[config.mk]
export PLATFORM = sky130hd
export DESIGN_NAME = m_trap_sequencer
export DESIGN_NICKNAME = d
export VERILOG_FILES = /design/src/rtl/m_trap_pkg.sv /design/src/rtl/m_trap_prio_encoder.sv /design/src/rtl/m_trap_sequencer.sv
export SDC_FILE = /design/constraint.sdc
export NUM_CORES = 1
export LEC_CHECK = 0
export CAP_MARGIN = 20
export CORE_AREA = 2 2 229 231
export CTS_CLUSTER_SIZE = 40
export DETAILED_ROUTE_END_ITERATION = 10
export DIE_AREA = 0 0 231 233
export SLEW_MARGIN = 10
export SYNTH_ARGS = -nofsm -noshare
export SYNTH_HDL_FRONTEND = slang
export SYNTH_SLANG_ARGS = --single-unit
[constraint.sdc]
create_clock -name i_clk -period 3.8 [get_ports i_clk]
set_input_delay 0.57 -clock i_clk [delete_from_list [all_inputs] [get_ports i_clk]]
set_output_delay 0.57 -clock i_clk [all_outputs]
set_load 0.01 [all_outputs]
[src/rtl/m_trap_pkg.sv]
// Shared constants and types for the machine-mode trap sequencer.
package m_trap_pkg;

  // XLEN width codes: W = 1 << (code + 4)
  localparam logic [1:0] XLEN_64b = 2'd2;

  // Cause code meaning "no exception" (10 is reserved in the M-mode cause space)
  localparam logic [3:0] NO_E     = 4'd10;
  localparam logic [3:0] MEI_CODE = 4'd11;
  localparam logic [3:0] MSI_CODE = 4'd3;

  // mstatus / mie bit positions
  localparam int MSTATUS_MIE  = 3;
  localparam int MSTATUS_MPIE = 7;
  localparam int MSTATUS_MPP  = 11;  // two-bit field [12:11]
  localparam int MIE_MSIE     = 3;
  localparam int MIE_MEIE     = 11;

  // mtvec mode field value for vectored interrupts
  localparam logic [1:0] MTVEC_VECTORED = 2'b01;

  // CSR addresses
  localparam logic [11:0] CSR_MSTATUS  = 12'h300;
  localparam logic [11:0] CSR_MIE      = 12'h304;
  localparam logic [11:0] CSR_MTVEC    = 12'h305;
  localparam logic [11:0] CSR_MSCRATCH = 12'h340;
  localparam logic [11:0] CSR_MEPC     = 12'h341;
  localparam logic [11:0] CSR_MCAUSE   = 12'h342;
  localparam logic [11:0] CSR_MTVAL    = 12'h343;

  typedef enum logic [2:0] {
    S_IDLE      = 3'd0,
    S_W_EPC     = 3'd1,
    S_W_CAUSE   = 3'd2,
    S_W_TVAL    = 3'd3,
    S_W_MSTATUS = 3'd4,
    S_REDIRECT  = 3'd5
  } trap_state_e;

  // One selected trap event out of the priority encoder
  typedef struct packed {
    logic        valid;
    logic        is_int;
    logic        is_mret;
    logic [3:0]  code;
    logic [31:0] epc;
    logic [31:0] tval;
  } trap_evt_t;

endpackage

[src/rtl/m_trap_prio_encoder.sv]
// Combinational selection of the single highest-priority trap source:
// E/M exception > F/D exception > external irq > software irq > mret.
module m_trap_prio_encoder
  import m_trap_pkg::*;
(
  input  logic [3:0]  i_exc_code_fd,
  input  logic [31:0] i_exc_pc_fd,
  input  logic [3:0]  i_exc_code_em,
  input  logic [31:0] i_exc_pc_em,
  input  logic [31:0] i_exc_addr_em,
  input  logic        i_mret_e,
  input  logic        i_meip,
  input  logic        i_msip,
  input  logic [31:0] i_int_pc,
  input  logic        i_mstatus_mie,
  input  logic        i_mie_meie,
  input  logic        i_mie_msie,
  output trap_evt_t   o_evt
);

  // Priority chain; interrupts additionally need the global and per-source enables
  always_comb begin
    o_evt = '0;
    if (i_exc_code_em != NO_E) begin
      o_evt.valid = 1'b1;
      o_evt.code  = i_exc_code_em;
      o_evt.epc   = i_exc_pc_em;
      o_evt.tval  = i_exc_addr_em;
    end else if (i_exc_code_fd != NO_E) begin
      o_evt.valid = 1'b1;
      o_evt.code  = i_exc_code_fd;
      o_evt.epc   = i_exc_pc_fd;
      o_evt.tval  = i_exc_pc_fd;
    end else if (i_meip && i_mstatus_mie && i_mie_meie) begin
      o_evt.valid  = 1'b1;
      o_evt.is_int = 1'b1;
      o_evt.code   = MEI_CODE;
      o_evt.epc    = i_int_pc;
    end else if (i_msip && i_mstatus_mie && i_mie_msie) begin
      o_evt.valid  = 1'b1;
      o_evt.is_int = 1'b1;
      o_evt.code   = MSI_CODE;
      o_evt.epc    = i_int_pc;
    end else if (i_mret_e) begin
      o_evt.valid   = 1'b1;
      o_evt.is_mret = 1'b1;
    end
  end

endmodule

[src/rtl/m_trap_sequencer.sv]
// Machine-mode trap sequencer: takes one trap/mret event, writes the
// affected CSRs one per cycle over the shared write port, then redirects
// fetch. While idle the pipeline's own CSR writes pass straight through.
module m_trap_sequencer
  import m_trap_pkg::*;
#(
  parameter  logic [1:0] XLEN = XLEN_64b,
  localparam int         W    = 1 << (int'(XLEN) + 4)
) (
  input  logic          i_clk,
  input  logic          i_rst_n,
  input  logic          i_clk_en,
  input  logic [3:0]    i_exc_code_fd,
  input  logic [31:0]   i_exc_pc_fd,
  input  logic [3:0]    i_exc_code_em,
  input  logic [31:0]   i_exc_pc_em,
  input  logic [31:0]   i_exc_addr_em,
  input  logic          i_mret_e,
  input  logic          i_meip,
  input  logic          i_msip,
  input  logic [31:0]   i_int_pc,
  input  logic [W-1:0]  i_mstatus,
  input  logic [W-1:0]  i_mie,
  input  logic [W-1:0]  i_mtvec,
  input  logic [W-1:0]  i_mepc,
  input  logic          i_pipe_csr_we,
  input  logic [11:0]   i_pipe_csr_addr,
  input  logic [W-1:0]  i_pipe_csr_data,
  output logic          o_csr_we,
  output logic [11:0]   o_csr_addr,
  output logic [W-1:0]  o_csr_data,
  output logic          o_flush,
  output logic          o_stall,
  output logic          o_redirect_valid,
  output logic [31:0]   o_redirect_pc,
  output logic          o_busy
);

  trap_state_e r_state;
  logic        r_is_int;
  logic        r_is_mret;
  logic [3:0]  r_code;
  logic [31:0] r_epc;
  logic [31:0] r_tval;

  trap_evt_t   w_evt;
  logic [W-1:0] w_mstatus_trap;
  logic [W-1:0] w_mstatus_mret;
  logic [W-1:0] w_cause;
  logic [31:0]  w_tvec_base;
  logic [31:0]  w_trap_pc;
  logic         w_unused;

  // Only low 32 bits of mtvec/mepc form PCs; only two mie bits matter here
  assign w_unused = ^{i_mtvec, i_mepc, i_mie};

  m_trap_prio_encoder u_prio (
    .i_exc_code_fd (i_exc_code_fd),
    .i_exc_pc_fd   (i_exc_pc_fd),
    .i_exc_code_em (i_exc_code_em),
    .i_exc_pc_em   (i_exc_pc_em),
    .i_exc_addr_em (i_exc_addr_em),
    .i_mret_e      (i_mret_e),
    .i_meip        (i_meip),
    .i_msip        (i_msip),
    .i_int_pc      (i_int_pc),
    .i_mstatus_mie (i_mstatus[MSTATUS_MIE]),
    .i_mie_meie    (i_mie[MIE_MEIE]),
    .i_mie_msie    (i_mie[MIE_MSIE]),
    .o_evt         (w_evt)
  );

  // FSM and event latches; events are only sampled in IDLE
  always_ff @(posedge i_clk or negedge i_rst_n) begin
    if (!i_rst_n) begin
      r_state   <= S_IDLE;
      r_is_int  <= 1'b0;
      r_is_mret <= 1'b0;
      r_code    <= 4'd0;
      r_epc     <= 32'd0;
      r_tval    <= 32'd0;
    end else if (i_clk_en) begin
      case (r_state)
        S_IDLE: begin
          if (w_evt.valid) begin
            r_is_int  <= w_evt.is_int;
            r_is_mret <= w_evt.is_mret;
            r_code    <= w_evt.code;
            r_epc     <= w_evt.epc;
            r_tval    <= w_evt.tval;
            r_state   <= w_evt.is_mret ? S_W_MSTATUS : S_W_EPC;
          end
        end
        S_W_EPC:     r_state <= S_W_CAUSE;
        S_W_CAUSE:   r_state <= S_W_TVAL;
        S_W_TVAL:    r_state <= S_W_MSTATUS;
        S_W_MSTATUS: r_state <= S_REDIRECT;
        S_REDIRECT:  r_state <= S_IDLE;
        default:     r_state <= S_IDLE;
      endcase
    end
  end

  // Derived CSR write values and trap target
  always_comb begin
    w_mstatus_trap                      = i_mstatus;
    w_mstatus_trap[MSTATUS_MPIE]        = i_mstatus[MSTATUS_MIE];
    w_mstatus_trap[MSTATUS_MIE]         = 1'b0;
    w_mstatus_trap[MSTATUS_MPP +: 2]    = 2'b11;
    w_mstatus_mret                      = i_mstatus;
    w_mstatus_mret[MSTATUS_MIE]         = i_mstatus[MSTATUS_MPIE];
    w_mstatus_mret[MSTATUS_MPIE]        = 1'b1;
    w_mstatus_mret[MSTATUS_MPP +: 2]    = 2'b11;
    w_cause                             = '0;
    w_cause[W-1]                        = r_is_int;
    w_cause[3:0]                        = r_code;
    w_tvec_base = i_mtvec[31:0] & ~32'h3;
    if ((i_mtvec[1:0] == MTVEC_VECTORED) && r_is_int)
      w_trap_pc = w_tvec_base + {26'd0, r_code, 2'b00};
    else
      w_trap_pc = w_tvec_base;
  end

  // Output decode: pass-through in IDLE, one CSR write per trap state
  always_comb begin
    o_csr_we         = 1'b0;
    o_csr_addr       = 12'd0;
    o_csr_data       = '0;
    o_flush          = 1'b0;
    o_stall          = 1'b1;
    o_redirect_valid = 1'b0;
    o_redirect_pc    = 32'd0;
    case (r_state)
      S_IDLE: begin
        if (w_evt.valid) begin
          o_flush = 1'b1;
        end else begin
          o_stall    = 1'b0;
          o_csr_we   = i_pipe_csr_we;
          o_csr_addr = i_pipe_csr_addr;
          o_csr_data = i_pipe_csr_data;
        end
      end
      S_W_EPC: begin
        o_csr_we   = 1'b1;
        o_csr_addr = CSR_MEPC;
        o_csr_data = W'(r_epc);
      end
      S_W_CAUSE: begin
        o_csr_we   = 1'b1;
        o_csr_addr = CSR_MCAUSE;
        o_csr_data = w_cause;
      end
      S_W_TVAL: begin
        o_csr_we   = 1'b1;
        o_csr_addr = CSR_MTVAL;
        o_csr_data = W'(r_tval);
      end
      S_W_MSTATUS: begin
        o_csr_we   = 1'b1;
        o_csr_addr = CSR_MSTATUS;
        o_csr_data = r_is_mret ? w_mstatus_mret : w_mstatus_trap;
      end
      S_REDIRECT: begin
        o_redirect_valid = 1'b1;
        o_redirect_pc    = r_is_mret ? i_mepc[31:0] : w_trap_pc;
      end
      default: ;
    endcase
    // Pulses must not fire on a cycle where nothing advances
    if (!i_clk_en) begin
      o_csr_we         = 1'b0;
      o_flush          = 1'b0;
      o_redirect_valid = 1'b0;
    end
    // Hold every output low while reset is asserted
    if (!i_rst_n) begin
      o_csr_we         = 1'b0;
      o_csr_addr       = 12'd0;
      o_csr_data       = '0;
      o_flush          = 1'b0;
      o_stall          = 1'b0;
      o_redirect_valid = 1'b0;
      o_redirect_pc    = 32'd0;
    end
  end

  assign o_busy = (r_state != S_IDLE);

endmodule

* After elaboration in Yosys (flattened, before gate mapping)
Index checks and enable logic that the tools add are counted.
** Word-level totals
- Bits of input ports :: 475
- Register bits after elaboration :: 73
** Cells by class
- Mux-type cells :: 42
- $add $sub $neg :: 1
- Reductions and logical operators :: 10
- Eq/ne operators :: 9
** Operators by type and width (number)
- case mux 64 bit (5 select lines) :: 1
- two-way mux 32 bit :: 5
- two-way mux 64 bit :: 2
- two-way mux 36 bit :: 2
- two-way mux 68 bit :: 1
- case mux 12 bit (5 select lines) :: 1
- two-way mux 34 bit :: 1
- adder 32 x 6 -> 32 bit :: 1
- two-way mux 12 bit :: 2
- two-way mux 1 bit :: 19
- case mux 3 bit (5 select lines) :: 1
- two-way mux 8 bit :: 1
- inequality test 4 bit (second input constant) :: 2
- == test 3 x 2 -> 1 bit (second input constant) :: 2
- == test 3 bit (second input constant) :: 2
- two-way mux 2 bit :: 3
- two-way mux 3 bit :: 2
- logical AND 1 bit :: 5
- OR reduction 4 bit :: 1
- == test 3 x 1 -> 1 bit (second input constant) :: 1
- logical NOT 3 bit :: 1
- AND reduction 3 bit :: 1
- nonzero test 3 bit :: 1
- == test 2 x 1 -> 1 bit (second input constant) :: 1
- other kinds (3) :: 3

* Logic depth before layout (Yosys ltp)
Gate-level depths: netlist (run 1).
- Depth in word-level cells :: 10
- Depth in mapped cells :: 10

* Hierarchy
Synthesis (run 1) repeated with hierarchy kept, for this count alone.
** Unflattened totals
- Cell total of the unflattened synthesis :: 862
- Area, all modules :: 6895.4 um^2
** By module, submodules not included
- m_trap_sequencer :: sequential area each 1826.8 um^2, area each 5505.3 um^2, instances 1, cells an instance 626
- m_trap_prio_encoder :: sequential area each 0.0 um^2, area each 1390.1 um^2, instances 1, cells an instance 236

* Least setup slack after synthesis (run 1)
Ideal clock, no wire load.
- Path type :: in2out
- Start point :: input i_mtvec[2]
- End point :: output o_redirect_pc[12]
- Slack :: 980 ps
- Buffers on the path :: 0
- Data arrival time :: 2250 ps
- Stages :: 9
- Cells stage by stage :: ha_1 -> inv_1 -> fa_1 -> nor2b_1 -> o21a_1 -> o21ai_0 -> nor4_1 -> xnor2_1 -> a21oi_1
** On the way
- Word-level cells in the longest chain between the ends :: 5
** Ends and longest elaborated chain
- start, declared :: RTL line m_trap_sequencer.sv:24 : input logic [W-1:0] i_mtvec,
- adder 32 x 6 -> 32 bit :: RTL line m_trap_sequencer.sv:119 : w_trap_pc = w_tvec_base + {26'd0, r_code, 2'b00};
- two-way mux 32 bit :: RTL line m_trap_sequencer.sv:118 : if ((i_mtvec[1:0] == MTVEC_VECTORED) && r_is_int)
- two-way mux 32 bit :: RTL line m_trap_sequencer.sv:166 : o_redirect_pc = r_is_mret ? i_mepc[31:0] : w_trap_pc;
- two-way mux 32 bit :: RTL line m_trap_sequencer.sv:133 : case (r_state)
- two-way mux 32 bit :: RTL line m_trap_sequencer.sv:177 : if (!i_rst_n) begin
- end, declared :: RTL line m_trap_sequencer.sv:35 : output logic [31:0] o_redirect_pc,
No other way between the ends.

* Worst setup path after layout (run 1)
- Start point :: input i_exc_code_em[3]
- End point :: output o_csr_data[14]
** On the way
- Word-level cells in the longest chain between the ends :: 5
** Ends and longest elaborated chain
- start, declared :: RTL line m_trap_sequencer.sv:15 : input logic [3:0] i_exc_code_em,
- inequality test 4 bit :: RTL line m_trap_prio_encoder.sv:24 : if (i_exc_code_em != NO_E) begin
- two-way mux 1 bit :: RTL line m_trap_prio_encoder.sv:24
- two-way mux 64 bit :: RTL line m_trap_sequencer.sv:135 : if (w_evt.valid) begin
- case mux 64 bit (5 select lines) :: RTL line m_trap_sequencer.sv:133
- two-way mux 64 bit :: RTL line m_trap_sequencer.sv:177
- end, declared :: RTL line m_trap_sequencer.sv:31 : output logic [W-1:0] o_csr_data,
No other way between the ends.

==> results.md, run 1 <==
- RSZ-0062 raised after global routing: no
- Total GRT Usage: 0.130
- Async set-reset flop share out of synthesis: 1.00
- Setup WS pre-CTS: -201 ps
- Min Tclk post-route: roughly 3700 ps
- Total of max-cap violations: 0
- Leak: 0.00447 uW
- Fin. Hold Viols: 0
- Clock Skew: 6.78 ps
- Slew HR: 0.269
- Pwr Total: 4820 uW
- Startpoint types: input pin
- Placer congestion estimate: 0.857
- Post-synthesis cell count: 860
- Die Ht: 233 um
- Hold Crit Class: input pin to asynchronous set/reset pin
- Final nets: 1766
- PnR worst setup slack: 74.1 ps
- Hpwl dp: 28.5 mm
- Clock latency on the worst-skew pair: 360 ps
- First-pass GRT wire length: 51.8 mm
- FP Rows: 83
- Sequential area share after synthesis: 0.288
- Std-Cell Core Area: 0.0511 mm^2
- Total global routing overflow: 0
- Crit-path max FO: 20
- Initial DRC Count: 478
- Area Growth Syn to Fin: 91.7%
- FF+latch count, synth: 73
- Initial Util: 0.124
- Status: finished, final reports clean
- Final Setup Violations: 0
- Worst VDD drop: 0.000174 V
- Num CTS Buffers: 9
- WL per Instance: 18.5 um
- R2r startpoint: r_state[0]
- Max frequency: 0.268 GHz
- Final Cycle Share: 0.980
- Vias per cell: ~4.3
- Residual DRC: 0
- Syn_nets: ~1.3k
- Layout cells sized above 1: 0.0620
- Number of synthesis warnings: 0
- Crit Reg-Reg Endpoint: r_code[0]
- WP data required: around 3200 ps
- DRT Pass-1 Iters: 5
- Dominant synthesized flop cell: dfrtp_1
- Port Buf Inserts: 459
- CTS clock-pin slew for the worst setup and hold paths: 60 ps
- Filler cells: 5598
- Largest net degree at the start of global routing: 72
- Setup CP Type: input pin to output pin
- Chip width: between 200 and 250 um
- Crit path capture type: output pin
- Initial antenna violation count: 14
- Post-Syn Area per Cell: between 7 and 8 um^2
- CP Data Arrival Time: 3160 ps
- Vias: roughly 8.4k
- Clk sinks: 73
- Reg-to-reg slack, setup: about 1300 ps
- Yosys cell types: 57
- ANT nets after route: 0
- Slew Limit Fails: 0
- Max Root-Sink Buffers: 2
- Area after DPL: 0.0117 mm^2
- Root buf cell: clkbuf_16
- Num ports: about 600
- Worst slew pin tran: 1090 ps
- Die Area: 0.0538 mm^2
- R2R depth: 6
- Fin area: approximately 0.012 mm^2
- Power per cell area: about 400 mW/mm^2
- H-tree Lvls: 3
- CTS Hold Buffers Added: 0
- Syn Std Cell Area: around 0.0063 mm^2
- CTS tree: yes
- WL final: 36.5 mm
- Vias in the first global route: 8521
- Post-synth EDFFs: 0
==> layer usage <==
metal | up-vias | global-route usage | share of wire
li1 | 3995 | - | -
met1 | 3886 | 0.147 | 0.40
met2 | 448 | 0.225 | 0.47
met3 | 63 | 0.0381 | 0.096
met4 | 14 | 0.0571 | 0.031
met5 | - | 0 | 0.0022
==> synthesized netlist by cell type (3+ instances only) <==
cell,count,area (um^2)
buf_6,5,56.3
o22ai_1,3,18.8
o21ai_1,18,90.1
a21oi_1,68,340
xor2_1,14,123
dfrtp_1,73,1830
ha_1,4,50.1
xnor2_1,14,123
buf_4,3,22.5
mux2_2,3,33.8
nand2_1,114,428
o21ai_0,117,586
nand3_1,45,225
a22oi_1,5,37.5
and2_1,16,100
nand4_1,11,68.8
or3_1,3,18.8
a221o_1,32,320
mux2i_1,30,300
and3_1,7,43.8
nor3_1,9,45.0
buf_1,3,11.3
nor2b_1,12,75.1
inv_1,8,30.0
clkbuf_1,52,195
a31oi_1,32,200
a22o_1,35,307
nor2_1,73,274
nand2b_1,3,18.8
buf_2,17,85.1
==> what timing repair did <==
item                                    CTS  global route
endpoints found under the setup margin   13            58
gates cloned                              0             1
hold endpoints to repair                  0             0
pin swaps                                 1             2
buffers inserted                          0             1
resized for setup                        14             7
==> registers in the layout, indices dropped and copies added, names as in the netlist <==
signal and cells:
r_is_mret 1, r_state 3, r_tval 32, r_is_int 1
r_epc 32, r_code 4
==> per-stage QoR <==
step / instances / TNS [ps] / hold slack [ps] / utilization
6_report: 1976 / 0 / 54.7 / 0.238
3_5_place_dp: 1953 / -1030 / 449 / 0.230
2_1_floorplan: 860 / 0 / 274 / -
3_3_place_gp: 1953 / -722 / 449 / 0.230
5_1_grt: 1974 / 0 / 49.1 / 0.238
4_1_cts: 1969 / -5.91 / 41.7 / 0.237
==> layout make-up <==
class                           instances  area (um^2)  area share
Antenna cell                            5         12.5     0.00103
Clock buffer                           11          253      0.0208
Clock inverter                          5         77.6     0.00637
Inverter                                9         33.8     0.00278
Multi-Input combinational cell        697         4180       0.343
Sequential cell                        73         1830       0.150
Tap cell                              680          851      0.0699
Timing Repair Buffer                  496         4940       0.406
==> placed cells by master, fill, tap and decap left out, types with 11 or more instances in the layout <==
cell type,instances
dfrtp_1,72
a22o_1,33
xnor2_1,14
a31oi_1,32
and2_1,15
nand2_1,114
clkdlybuf4s50_1,445
o21ai_0,117
nand3_1,45
a21oi_1,67
buf_4,33
nor2b_1,12
o21ai_1,18
mux2i_1,30
nand4_1,11
xor2_1,14
a221o_1,32
nor2_1,72
==> kinds of logic (layout without fill, tap and decap cells) <==
family,Yosys count,count (layout),share of synthesized area
AO/OA/AOI/OAI,324,324,0.318
AND/OR/NAND/NOR,307,307,0.226
buffers and inverters,90,521,0.0660
flip-flops,73,73,0.288
multiplexers,33,33,0.0526
XOR/XNOR,28,28,0.0386
adder cells (fa/ha/maj),5,5,0.0110
other,0,5,0
==> critical path: stages <==
cell,delay (ps)
clkdlybuf4s50_1,490
or4bb_4,550
nor3_2,130
and4b_4,330
buf_6,230
nand2_1,160
o21ai_0,110
clkdlybuf4s50_1,560
==> power by group <==
group / internal (uW) / leakage [uW] / switching [uW]
Sequential: 1130 / 0.000860 / 233
Clock: 608 / 0.000162 / 357
Combinational: 1210 / 0.00345 / 1270
==> worst max-delay path by stage <==
stage                                    to  cells after the start  slack [ps]              from
after global placement    o_redirect_pc[12]                     11        -120        i_mtvec[2]
after floorplan           o_redirect_pc[12]                      9         980        i_mtvec[2]
after global routing      o_redirect_pc[12]                     11           3        i_mtvec[2]
after CTS                    o_csr_data[59]                      7          -4  i_exc_code_em[3]
after detailed placement  o_redirect_pc[12]                     11        -200        i_mtvec[2]
final                        o_csr_data[14]                      8          70  i_exc_code_em[3]
Note: power is estimated with default switching activity, not from simulation.
==> run 2: changes to the inputs <==
Settings changed: CORE_AREA 2 2 229 231 to 10 10 218 220, DIE_AREA 0 0 231 233 to 0 0 228 230.
==> results.md, run 2 (synthesis gave the netlist of run 1 again) <==
- Status: finished, final reports clean
- Area Growth Syn to Fin: 90.0%
- Psw: 1860 uW
- Vias in the first global route: ~8.5k
- Root buf cell: clkbuf_16
- ANT nets after route: 0
- Chip width: 228 um
- Die Area: 0.0524 mm^2
- Crit path capture type: output pin
- Crit Reg-Reg Endpoint: r_tval[9]
- CTS tree: yes
- Residual DRC: 0
- Worst slew pin tran: 903 ps
- Placer congestion estimate: 0.928
- Footprint of the multi-input gates: 0.00416 mm^2
- Min Tclk post-route: 3720 ps
- Port Buf Inserts: 459
- FP Rows: 76
- CTS clock-pin slew for the worst setup and hold paths: 70 ps
- Max frequency: 0.269 GHz
- Num ports: about 590
- Die Ht: roughly 230 um
- Hold Crit Class: input pin to asynchronous set/reset pin
- Clk sinks: 73
- Largest net degree at the start of global routing: approximately 70
- WL per Instance: a little over 20 um
- Fin. Hold Viols: 0
- Total global routing overflow: 0
- Vias per cell: 4.39
- CP Data Arrival Time: roughly 3200 ps
- Std-Cell Core Area: 0.0429 mm^2
- Final nets: 1767
- Startpoint types: input pin
- Non-Filler Instances: 1878
- RSZ-0062 raised after global routing: no
- Most frequent cells in the layout: clkdlybuf4s50_1 (436), o21ai_0 (116), nand2_1 (114), nor2_1 (72), dfrtp_1 (72)
- Sequential Area: 0.00183 mm^2
- DRT Pass-1 Iters: 5
- Reg-to-reg slack, setup: 1450 ps
- Crit-path max FO: 18
- Initial DRC Count: 410
- Filler cells: between 4k and 5k
- Power per cell area: 396 mW/mm^2
- Sequential share of power: 0.286
- First-pass GRT wire length: 56.3 mm
- Most common cell after layout, fill and taps aside: clkdlybuf4s50_1
- Setup tns final: 0 ps
- Worst VDD drop: 0.000165 V
- Clock latency on the worst-skew pair: between 300 and 400 ps
- Layout cells sized above 1: 0.0588
- WL final: between 30 and 40 mm
- Top Registers: r_epc (32), r_tval (32), r_code (4)
- H-tree Lvls: 3
- Slew Limit Fails: 0
- Setup CP Type: input pin to output pin
- Switching share of power: 0.390
- Clock Skew: around 15 ps
- WP data required: ~3200 ps
- Leak: 0.00462 uW
- Total of max-cap violations: 0
- Vias: 8252
- Hpwl dp: slightly above 30 mm
- Pwr Total: 4780 uW
- Total GRT Usage: 0.141
- Slew HR: 0.398
- Max Root-Sink Buffers: 2
- Initial antenna violation count: 5
- Internal power: 2910 uW
- R2R depth: 6
- Comb pwr share: 0.518
- Dpl cells: 1859
- Num CTS Buffers: 9
- Initial Util: 0.148
- Clock Power Share: 0.197
- Final Cycle Share: 0.979
- R2r startpoint: r_state[1]
- Final Setup Violations: 0
run 2: cell count changes in the layout (fill, tap and decap cells not counted), moves of 2 or more:
cell / delta
diode_2: -4
a22o_4: -2
clkdlybuf4s50_1: -9
dlymetal6s2s_1: +9
buf_12: +3
clkbuf_8: -2
a22o_1: +2
run 2: per-layer routing:
| metal | vias to the layer above | wire length [um] | GRT usage |
|---|---|---|---|
| li1 | 3989 | - | - |
| met1 | 3833 | 16100 | 0.163 |
| met2 | 378 | 18900 | 0.244 |
| met3 | 48 | 3030 | 0.0440 |
| met4 | 4 | 844 | 0.0442 |
| met5 | - | 34 | 0 |
run 2: power by group through the flow:
stage / sequential [uW] / combinational, uW / clock [uW]
global placement: 1370 / 2490 / 0
floorplan: 1290 / 1310 / 0
finish: 1360 / 2470 / 940
CTS: 1370 / 2520 / 983
detailed placement: 1390 / 2520 / 0
global route: 1410 / 2720 / 1010
run 2: cell type report:
cell class                      instances  share of cell area
Timing Repair Buffer                  497               0.414
Multi-Input combinational cell        697               0.345
Sequential cell                        73               0.152
Tap cell                              585              0.0607
Clock buffer                            9              0.0187
Clock inverter                          7             0.00778
Inverter                                9             0.00280
Antenna cell                            1            0.000207
run 2: through the flow:
step | instance area (um^2) | hold WS (ps) | utilization | worst slack (ps)
global placement | 11700 | 461 | 0.272 | -156
detailed placement | 11700 | 469 | 0.272 | -160
floorplan | 6350 | 274 | - | 980
finish | 12100 | 104 | 0.281 | 77.9
CTS | 12000 | 88.3 | 0.280 | 30.1
global route | 12100 | 98.4 | 0.281 | 1.80
run 2: how the worst max path moves through the flow:
| stage | from | to | slack, ps |
|---|---|---|---|
| finish | i_exc_code_em[3] | o_csr_data[54] | 80 |
| CTS | i_mtvec[2] | o_redirect_pc[18] | 30 |
| floorplan | i_mtvec[2] | o_redirect_pc[12] | 980 |
| global placement | i_mtvec[2] | o_redirect_pc[20] | -160 |
| global route | i_exc_code_em[3] | o_csr_data[51] | 2 |
| detailed placement | i_mtvec[2] | o_redirect_pc[20] | -160 |
run 2: repair_timing:
item | in CTS | in global routing
setup endpoints to repair | 29 | 15
pin swaps | 2 | 1
setup buffers | 1 | 0
gates cloned | 1 | 0
hold buffers | 0 | 0
resized for setup | 11 | 15
run 2: worst max-delay path: stages:
cell             delay (ps)
clkdlybuf4s50_1         500
or4bb_4                 550
nor3_2                  100
and4b_2                 270
buf_12                  130
bufbuf_16               290
a22o_1                  170
clkdlybuf4s50_1         550
